===== src/rtl/asic_rrsched.sv =====
// asic_rrsched: round-robin scheduler that grants one shared resource to one of
// N requesters for a multi-cycle transaction, with back-to-back handoff and a watchdog.
module asic_rrsched #(
    parameter int N      = 4,
    parameter int MAXCYC = 16,
    parameter     PROP   = "DEFAULT"
) (
    input  logic                 clk,
    input  logic                 reset,
    input  logic [N-1:0]         req,
    input  logic                 done,
    output logic [N-1:0]         gnt,
    output logic [$clog2(N)-1:0] gnt_id,
    output logic                 busy,
    output logic                 timeout
);
    localparam int IDW  = $clog2(N);
    localparam int CW   = (MAXCYC > 1) ? $clog2(MAXCYC) : 1;
    localparam int CMAX = (MAXCYC > 0) ? MAXCYC - 1 : 0;

    if (N < 2) begin : g_bad_n
        $error("asic_rrsched: N must be at least 2");
    end

    // PROP is only forwarded to library cells; an empty tag is a configuration error.
    if (PROP == "") begin : g_bad_prop
        $error("asic_rrsched: PROP must not be empty");
    end

    typedef enum logic [0:0] {
        ST_IDLE  = 1'b0,
        ST_GRANT = 1'b1
    } state_t;

    state_t         state_q, state_d;
    logic [IDW-1:0] ptr_q, ptr_d;
    logic [IDW-1:0] gnt_id_q, gnt_id_d;
    logic [N-1:0]   gnt_q, gnt_d;
    logic [CW-1:0]  cnt_q, cnt_d;
    logic           busy_q, busy_d;
    logic           timeout_q, timeout_d;

    logic [IDW-1:0] nxt_ptr_s;
    logic [IDW-1:0] arb_ptr_s;
    logic [IDW:0]   pick_s;
    logic           win_vld_s;
    logic [IDW-1:0] win_id_s;
    logic [N-1:0]   win_oh_s;
    logic           own_req_s;
    logic           wd_hit_s;
    logic           release_s;

    // First set bit of r scanning p, p+1, ... wrapping; result is {valid, index}.
    function automatic logic [IDW:0] rr_pick(input logic [N-1:0] r, input logic [IDW-1:0] p);
        logic [IDW:0]   res;
        logic [IDW-1:0] idx;
        res = '0;
        for (int i = N - 1; i >= 0; i--) begin
            idx = IDW'((int'(p) + i) % N);
            if (r[idx]) begin
                res = {1'b1, idx};
            end
        end
        return res;
    endfunction

    // Arbitration: on a release the owner's successor leads, so the owner ranks last.
    always_comb begin
        nxt_ptr_s = (gnt_id_q == IDW'(N - 1)) ? '0 : gnt_id_q + IDW'(1);
        arb_ptr_s = (state_q == ST_GRANT) ? nxt_ptr_s : ptr_q;
        pick_s    = rr_pick(req, arb_ptr_s);
        win_vld_s = pick_s[IDW];
        win_id_s  = pick_s[IDW-1:0];
        win_oh_s  = {{(N-1){1'b0}}, 1'b1} << win_id_s;
        own_req_s = req[gnt_id_q];
        wd_hit_s  = (MAXCYC != 0) && (cnt_q == CW'(CMAX)) && !done;
        release_s = done || !own_req_s || wd_hit_s;
    end

    // Next-state logic for ownership, rotation pointer, watchdog count and outputs.
    always_comb begin
        state_d   = state_q;
        ptr_d     = ptr_q;
        cnt_d     = cnt_q;
        gnt_d     = gnt_q;
        gnt_id_d  = gnt_id_q;
        busy_d    = busy_q;
        timeout_d = 1'b0;
        case (state_q)
            ST_IDLE: begin
                if (win_vld_s) begin
                    state_d  = ST_GRANT;
                    gnt_d    = win_oh_s;
                    gnt_id_d = win_id_s;
                    cnt_d    = '0;
                    busy_d   = 1'b1;
                end else begin
                    state_d  = ST_IDLE;
                end
            end
            ST_GRANT: begin
                if (release_s) begin
                    ptr_d     = nxt_ptr_s;
                    cnt_d     = '0;
                    timeout_d = wd_hit_s;
                    if (win_vld_s) begin
                        state_d  = ST_GRANT;
                        gnt_d    = win_oh_s;
                        gnt_id_d = win_id_s;
                        busy_d   = 1'b1;
                    end else begin
                        state_d  = ST_IDLE;
                        gnt_d    = '0;
                        busy_d   = 1'b0;
                    end
                end else if (cnt_q != CW'(CMAX)) begin
                    cnt_d = cnt_q + CW'(1);
                end else begin
                    cnt_d = cnt_q;
                end
            end
            default: begin
                state_d = ST_IDLE;
                gnt_d   = '0;
                busy_d  = 1'b0;
            end
        endcase
    end

    // State and output registers with synchronous reset.
    always_ff @(posedge clk) begin
        if (reset) begin
            state_q   <= ST_IDLE;
            ptr_q     <= '0;
            cnt_q     <= '0;
            gnt_q     <= '0;
            gnt_id_q  <= '0;
            busy_q    <= 1'b0;
            timeout_q <= 1'b0;
        end else begin
            state_q   <= state_d;
            ptr_q     <= ptr_d;
            cnt_q     <= cnt_d;
            gnt_q     <= gnt_d;
            gnt_id_q  <= gnt_id_d;
            busy_q    <= busy_d;
            timeout_q <= timeout_d;
        end
    end

    assign gnt     = gnt_q;
    assign gnt_id  = gnt_id_q;
    assign busy    = busy_q;
    assign timeout = timeout_q;

endmodule


===== config.mk =====
export PLATFORM = sky130hd
export DESIGN_NAME = asic_rrsched
export DESIGN_NICKNAME = d
export VERILOG_FILES = /design/src/rtl/asic_rrsched.sv
export SDC_FILE = /design/constraint.sdc
export NUM_CORES = 1
export LEC_CHECK = 0
export ABC_AREA = 1
export BUFFER_PORTS_ARGS = -buffer_cell sky130_fd_sc_hd__buf_2
export CAP_MARGIN = 20
export CORE_MARGIN = 4
export CORE_UTILIZATION = 55
export CTS_CLUSTER_DIAMETER = 100
export DETAILED_ROUTE_END_ITERATION = 10
export PLACE_DENSITY = 0.77
export SYNTH_ARGS = -nofsm -noshare
export SYNTH_HDL_FRONTEND = slang
export SYNTH_SLANG_ARGS = --single-unit
export TNS_END_PERCENT = 1

===== constraint.sdc =====
create_clock -name clk -period 3.1 [get_ports clk]
set_input_delay 0.62 -clock clk [delete_from_list [all_inputs] [get_ports clk]]
set_output_delay 0.62 -clock clk [all_outputs]
set_load 0.005 [all_outputs]

## After elaboration in Yosys (flattened, before gate mapping)

Cells that the tools add are included.

| word-level totals | value |
|---|---|
| input port bits | 7 |
| word-level logic and storage cells | 68 |
| register bits after elaboration | 15 |
| output and inout bits | 8 |

| cells by class | value |
|---|---|
| equal/unequal tests | 6 |
| shift-type cells | 1 |
| reductions and logical operators | 9 |
| $lt $le $gt $ge | 5 |
| bitwise operators | 2 |
| add/sub/neg operators | 5 |
| mux-type cells | 33 |

Operators with widths:

| operator | count |
|---|---|
| $mux W4 | 6 |
| $pmux W4 S2 | 2 |
| $lt A2 B3 Y1 const B | 5 |
| $mux W3 | 4 |
| $bmux W1 S2 | 5 |
| $mux W1 | 9 |
| $mux W2 | 4 |
| $reduce_and A2 Y1 | 3 |
| $add A2 B1 Y2 const B | 2 |
| $add A2 B2 Y2 const B | 2 |
| $add A4 B1 Y4 const B | 1 |
| $eq A4 B4 Y1 const B | 1 |
| $ne A4 B4 Y1 const B | 1 |
| $pmux W1 S2 | 2 |
| $pmux W2 S2 | 1 |
| $shl A1 B2 Y4 const A | 1 |
| $ne A3 B1 Y1 const B | 1 |
| $reduce_or A3 Y1 | 1 |
| $eq A2 B2 Y1 const B | 1 |
| $logic_not A1 Y1 | 2 |
| $logic_or A1 B1 Y1 | 2 |
| $ne A2 B1 Y1 const B | 1 |
| $ne A2 B2 Y1 const B | 1 |
| $not A1 Y1 | 2 |
| $logic_and A1 B1 Y1 | 1 |

## Longest topological paths before layout

| logic depth | value |
|---|---|
| depth after elaboration | 14 |
| mapped depth | 14 |
| mapped depth without buffers | 14 |

## Worst setup path before layout

OpenSTA, ideal clock, no wires.

| timing | value |
|---|---|
| path kind | reg-to-reg |
| start | register gnt_id_q[0] (netlist: gnt_id[0]) |
| end | register gnt_q[2] (netlist: gnt[2]) |
| cell stages (with the launch flop) | 15 |
| clock period less this slack | 1.808 ns |
| required time | 3.033 ns |
| arrival time | 1.741 ns |
| buffers on the path | 0 |
| setup time | 0.067 ns |
| setup slack | 1.292 ns |
| cell sequence | dfxtp_1 > ha_1 > inv_1 > nand2_1 > nand2_2 > nand2_1 > nand2_2 > nand2_1 > nand2_1 > nand2_2 > nor2_4 > nand2_4 > nand2_4 > nand2_1 > a21oi_2 |

| between the ends | value |
|---|---|
| cells in the longest elaborated chain, start to end | 14 |
| elaborated cells on any way between the ends | 32 |
| classes of those cells | add/sub (4); eq/ne (3); shift (1); mux (20); reduce/logical (4) |

Ends and longest elaborated chain:

| what | RTL line | text |
|---|---|---|
| start: declaration | 37 | `logic [IDW-1:0] gnt_id_q, gnt_id_d;` |
| start signal: assignment | 145 | `gnt_id_q <= gnt_id_d;` |
| $add A2 B1 Y2 / $eq A2 B2 Y1 (equally long branches) | 69 | `nxt_ptr_s = (gnt_id_q == IDW'(N - 1)) ? '0 : gnt_id_q + IDW'(1);` |
| $mux W2 (*) | 69 |  |
| via nxt_ptr_s[1] | 43 | `logic [IDW-1:0] nxt_ptr_s;` |
| $mux W2 (*) | 70 | `arb_ptr_s = (state_q == ST_GRANT) ? nxt_ptr_s : ptr_q;` |
| $add A2 B2 Y2 | 59 | `idx = IDW'((int'(p) + i) % N);` |
| $bmux W1 S2 | 60 | `if (r[idx]) begin` |
| $mux W1 (implied by the code) | 60 |  |
| $mux W3 (3 in a row) | 60 |  |
| $mux W3 (*) | 60 |  |
| $shl A1 B2 Y4 | 74 | `win_oh_s = {{(N-1){1'b0}}, 1'b1} << win_id_s;` |
| $mux W4 | 106 | `if (win_vld_s) begin` |
| $mux W4 | 102 | `if (release_s) begin` |
| $pmux W4 S2 | 89 | `case (state_q)` |
| end signal: assignment | 144 | `gnt_q <= gnt_d;` |
| end: declaration | 38 | `logic [N-1:0] gnt_q, gnt_d;` |

Mark *: on every way through the listed nets, which the timed path passes. The rest lies on a longest branch. The select of a mux whose other input is x is not followed.
A chain may end at the register's enable or synchronous reset.

## Worst setup path after layout

| timing | value |
|---|---|
| start | register gnt_id_q[0] (netlist: gnt_id[0]) |
| end | register gnt_q[0] (netlist: gnt[0]) |

The elaborated chain is that of the path after synthesis.

==> flow_results.xml <==
<?xml version="1.0" encoding="UTF-8"?>
<metrics>
  <group name="logic_synthesis">
    <metric name="synth_top_family_by_area" unit="">simple AND/OR/NAND/NOR gates</metric>
    <metric name="netlist_top_cells_area" unit="">sky130_fd_sc_hd__dfxtp_1 30%, sky130_fd_sc_hd__nand2_1 21%, sky130_fd_sc_hd__nand3_1 8.0%</metric>
    <metric name="synth.area.mux_share" unit="">0</metric>
    <metric name="avg_synthesized_cell_area" unit="um2">6.34</metric>
    <metric name="synth_largest_area_cell" unit="">sky130_fd_sc_hd__dfxtp_1</metric>
    <metric name="synth-xor-area-share" unit="">0</metric>
    <metric name="synth_simple_gate_area_frac" unit="">0.489</metric>
    <metric name="synthAdderAreaFrac" unit="">0.0251</metric>
    <metric name="synth-seq-area-share" unit="">0.302</metric>
    <metric name="netlist-cell-type-count" unit="">21</metric>
    <metric name="netlist_instances" unit="">157</metric>
    <metric name="area_of_the_mapped_netlist" unit="um2">996</metric>
    <metric name="syn_nets" unit="">166</metric>
    <metric name="count_of_synthesis_stage_warnings_from_yosys" unit="">0</metric>
    <metric name="synth_largest_type_area_fraction" unit="">0.302</metric>
    <metric name="post_synthesis_compound_gate_area_fraction" unit="">0.117</metric>
    <metric name="synth.ff_latch_count" unit="">15</metric>
  </group>
  <group name="clock_tree">
    <metric name="cts_tree" unit="">done</metric>
    <metric name="ctsHtreeMaxLevel" unit="">1</metric>
    <metric name="cts_buffer_depth" unit="">2</metric>
    <metric name="insertion_delay" unit="ns">0.29</metric>
    <metric name="cts.clk_slew.worst_paths" unit="ns">0.09</metric>
    <metric name="clock_sinks" unit="">15</metric>
    <metric name="postCtsSetupRepairBufs" unit="">0</metric>
    <metric name="clock_tree_root" unit="">sky130_fd_sc_hd__clkbuf_4</metric>
    <metric name="cts_resizes" unit="">0</metric>
    <metric name="holdBufCountCts" unit="">0</metric>
    <metric name="tritoncts.num_buffers" unit="">3</metric>
  </group>
  <group name="timing">
    <metric name="setup_repair_after_global_routing_missed_its_margin" unit="">no</metric>
    <metric name="layout_worst_path_cycle_share" unit="">0.656</metric>
    <metric name="final_period_minus_worst_setup_slack" unit="ns">2.03</metric>
    <metric name="final-max-slew-violation-count" unit="">0</metric>
    <metric name="fmax" unit="GHz">0.492</metric>
    <metric name="finalSetupTns" unit="ns">0</metric>
    <metric name="tightest_slew" unit="ns">0.444</metric>
    <metric name="timing.slew.headroom" unit="">0.703</metric>
    <metric name="finalWorstSetupSlack" unit="ns">1.07</metric>
    <metric name="final.setup_skew" unit="ns">0.00356</metric>
    <metric name="final_hold_viol_count" unit="">0</metric>
    <metric name="final_setup_viols" unit="">0</metric>
  </group>
  <group name="global_routing">
    <metric name="first_pass_grt_wire_length" unit="um">3850</metric>
    <metric name="gr-usage-all-layers" unit="">0.200</metric>
    <metric name="number_of_antenna_violations_at_the_first_check_in_global_routing" unit="">0</metric>
    <metric name="pin_count_of_the_biggest_net_entering_global_routing" unit="">13</metric>
    <metric name="grt_overflow" unit="">0</metric>
    <metric name="vias_in_the_first_global_route" unit="">915</metric>
  </group>
  <group name="power_and_ir_drop">
    <metric name="ir_worst_vdd" unit="V">0.000516</metric>
    <metric name="post-layout-total-power" unit="uW">983</metric>
    <metric name="seq_power_share" unit="">0.283</metric>
    <metric name="cell_internal_pwr" unit="uW">499</metric>
    <metric name="swShare" unit="">0.492</metric>
    <metric name="power-per-cell-area" unit="mW/mm2">878</metric>
    <metric name="p_leak" unit="nW">0.582</metric>
    <metric name="proportion_of_power_drawn_by_the_clock_network" unit="">0.114</metric>
    <metric name="netSwitchingPower" unit="uW">484</metric>
    <metric name="combPwrFrac" unit="">0.603</metric>
  </group>
  <group name="drt">
    <metric name="dr_total_vias" unit="">1022</metric>
    <metric name="routed_via_density" unit="">5.14</metric>
    <metric name="drt-pass1-iter-count" unit="">4</metric>
    <metric name="routed_wl" unit="um">2160</metric>
    <metric name="detail_route.iter0.violations" unit="">33</metric>
    <metric name="drc_violations_left" unit="">0</metric>
    <metric name="detail_route.wl_per_cell" unit="um">10.8</metric>
    <metric name="route.antenna.remaining_nets" unit="">0</metric>
  </group>
  <group name="worst_setup_path">
    <metric name="timing.critical_path.to" unit="">gnt[0]</metric>
    <metric name="worstSetupEndpointType" unit="">flop</metric>
    <metric name="critPathLaunchType" unit="">flop</metric>
    <metric name="cp_slowest_cell" unit="">sky130_fd_sc_hd__dfxtp_1</metric>
    <metric name="crit_chain" unit="">ha_1, inv_1, nand2_1, nand2_2, nand2_1, nand2_1, nand2_1, nand2_1, nor2_1, o21bai_1, nand2_1, nand3_1, a21oi_1</metric>
    <metric name="cp.buffers_inverters" unit="">1</metric>
    <metric name="path_delay_family" unit="">simple AND/OR/NAND/NOR gates</metric>
    <metric name="path_class" unit="">reg -&gt; reg</metric>
    <metric name="cp.arrival" unit="ns">2.20</metric>
    <metric name="worst_r2r_path_depth" unit="">13</metric>
    <metric name="cp_num_cells" unit="">13</metric>
    <metric name="maximum_fanout_encountered_on_the_critical_timing_path" unit="">8</metric>
    <metric name="worst_setup_path_startpoint" unit="">gnt_id[0]</metric>
    <metric name="flop_to_flop_setup_slack" unit="ns">1.07</metric>
    <metric name="crit_required" unit="ns">3.27</metric>
    <metric name="critical_path_max_stage_delay" unit="ns">0.47</metric>
    <metric name="critical_path.most_common_cell" unit="">sky130_fd_sc_hd__nand2_1</metric>
    <metric name="regToRegStartpoint" unit="">gnt_id[0]</metric>
    <metric name="critical_path.reg2reg.endpoint" unit="">gnt[0]</metric>
  </group>
  <group name="run">
    <metric name="maxCapViolCount" unit="">0</metric>
  </group>
  <group name="cells_and_area">
    <metric name="area_delta_synth_final" unit="%">12.4</metric>
    <metric name="final_layout_size_suffix_gt1_frac" unit="">0.207</metric>
    <metric name="final_cells" unit="">199</metric>
    <metric name="nets" unit="">184</metric>
    <metric name="diodes" unit="">0</metric>
    <metric name="n_fill_cell" unit="">172</metric>
  </group>
  <group name="floorplan">
    <metric name="start_util" unit="">0.577</metric>
    <metric name="fp.dieArea" unit="mm2">0.00256</metric>
    <metric name="die_h" unit="um">50.6</metric>
    <metric name="placement_rows" unit="">15</metric>
    <metric name="dieWidth" unit="um">50.6</metric>
    <metric name="core_area" unit="mm2">0.00173</metric>
    <metric name="ports" unit="">15</metric>
  </group>
  <group name="hold_path">
    <metric name="min_delay_path_class" unit="">reg -&gt; reg</metric>
  </group>
  <group name="placement">
    <metric name="dpl.cell_count" unit="">195</metric>
    <metric name="detailedPlace.worstSlack" unit="ns">1.04</metric>
    <metric name="port-buffer-count" unit="">14</metric>
    <metric name="gp_congestion" unit="">0.868</metric>
    <metric name="dpl.hpwl" unit="um">1720</metric>
  </group>
  <group name="status">
    <metric name="outcome" unit="">complete, no violations</metric>
  </group>
</metrics>
==> worst min-delay path: cells and delay by family, from the launching register on <==
kind / cells / cell delay (ns)
flip-flops: 1 / 0.31
AND/OR/NAND/NOR: 1 / 0.06
AO/OA/AOI/OAI: 1 / 0.05
==> synthesized netlist by cell type <==
library cell / count
sky130_fd_sc_hd__nand3_1: 16
sky130_fd_sc_hd__a211oi_1: 1
sky130_fd_sc_hd__nor2_1: 10
sky130_fd_sc_hd__nand2_4: 4
sky130_fd_sc_hd__clkbuf_1: 1
sky130_fd_sc_hd__and2_1: 1
sky130_fd_sc_hd__o21bai_1: 1
sky130_fd_sc_hd__a21oi_2: 1
sky130_fd_sc_hd__nor4_1: 1
sky130_fd_sc_hd__nand4_1: 2
sky130_fd_sc_hd__nand3_2: 2
sky130_fd_sc_hd__nor2_4: 2
sky130_fd_sc_hd__o211ai_1: 1
sky130_fd_sc_hd__o21ai_0: 4
sky130_fd_sc_hd__nand2_2: 8
sky130_fd_sc_hd__dfxtp_1: 15
sky130_fd_sc_hd__ha_1: 2
sky130_fd_sc_hd__inv_1: 15
sky130_fd_sc_hd__nand2_1: 55
sky130_fd_sc_hd__inv_2: 2
sky130_fd_sc_hd__a21oi_1: 13
==> power by group through the flow <==
stage | sequential [mW] | combinational [mW] | clock, mW
after detailed placement | 0.281 | 0.590 | 0
after global placement | 0.281 | 0.579 | 0
after floorplan | 0.281 | 0.462 | 0
final | 0.278 | 0.593 | 0.112
after CTS | 0.277 | 0.593 | 0.116
after global routing | 0.286 | 0.672 | 0.129
==> logic make-up after synthesis <==
family / count (synthesis)
and+or+nand+nor: 101
adders and majority gates: 2
AOI/OAI and AO/OA: 21
DFF: 15
buffers and inverters: 18
==> sequential cells by signal, summed over array words and instances, names as in the netlist <==
name,flops
busy,1
gnt_id,2
timeout,1
cnt_q,4
state_q,1
ptr_q,2
gnt,4
==> metal layers <==
layer,up-vias,track usage,wire length [um]
li1,538,-,-
met1,455,0.240,911
met2,22,0.335,1090
met3,7,0.0267,86
met4,0,0.121,66
met5,-,0,0
==> cell type report <==
cell class	count	area, um2	share of cell area
inverter	17	63.8	0.0570
timing repair buffer	14	70.1	0.0626
clock buffer	4	26.3	0.0235
multi-input combinational	124	628	0.561
tap	25	31.3	0.0279
sequential	15	300	0.268
==> worst min-delay path by stage <==
| stage | slack [ns] | endpoint | from | cells after the start |
|---|---|---|---|---|
| 5_1_grt | 0.51 | gnt[0] | gnt[0] | 2 |
| 3_3_place_gp | 0.45 | gnt[0] | gnt[0] | 2 |
| 4_1_cts | 0.46 | gnt[3] | gnt[3] | 2 |
| 6_report | 0.46 | gnt[3] | gnt[3] | 2 |
| 3_5_place_dp | 0.45 | gnt[3] | gnt[3] | 2 |
| 2_1_floorplan | 0.45 | timeout | cnt_q[3] | 2 |
==> metrics by stage <==
step | instance area [um2] | hold WS [ns] | util
global placement | 1090 | 0.452 | 0.633
CTS | 1120 | 0.463 | 0.649
global route | 1120 | 0.507 | 0.649
floorplan | 996 | 0.445 | -
detailed placement | 1090 | 0.450 | 0.633
finish | 1120 | 0.462 | 0.649
==> layout by cell type, fill, tap and decap left out, drive strengths merged <==
| master | netlist | final |
|---|---|---|
| o21bai | 1 | 1 |
| and2 | 1 | 1 |
| buf | 0 | 14 |
| nor2 | 12 | 12 |
| o21ai | 4 | 4 |
| inv | 17 | 17 |
| o211ai | 1 | 1 |
| clkbuf | 1 | 4 |
| nand2 | 67 | 67 |
| ha | 2 | 2 |
| nor4 | 1 | 1 |
| nand3 | 18 | 18 |
| a21oi | 14 | 14 |
| nand4 | 2 | 2 |
| dfxtp | 15 | 15 |
| a211oi | 1 | 1 |
(Power assumes the default switching activity.)
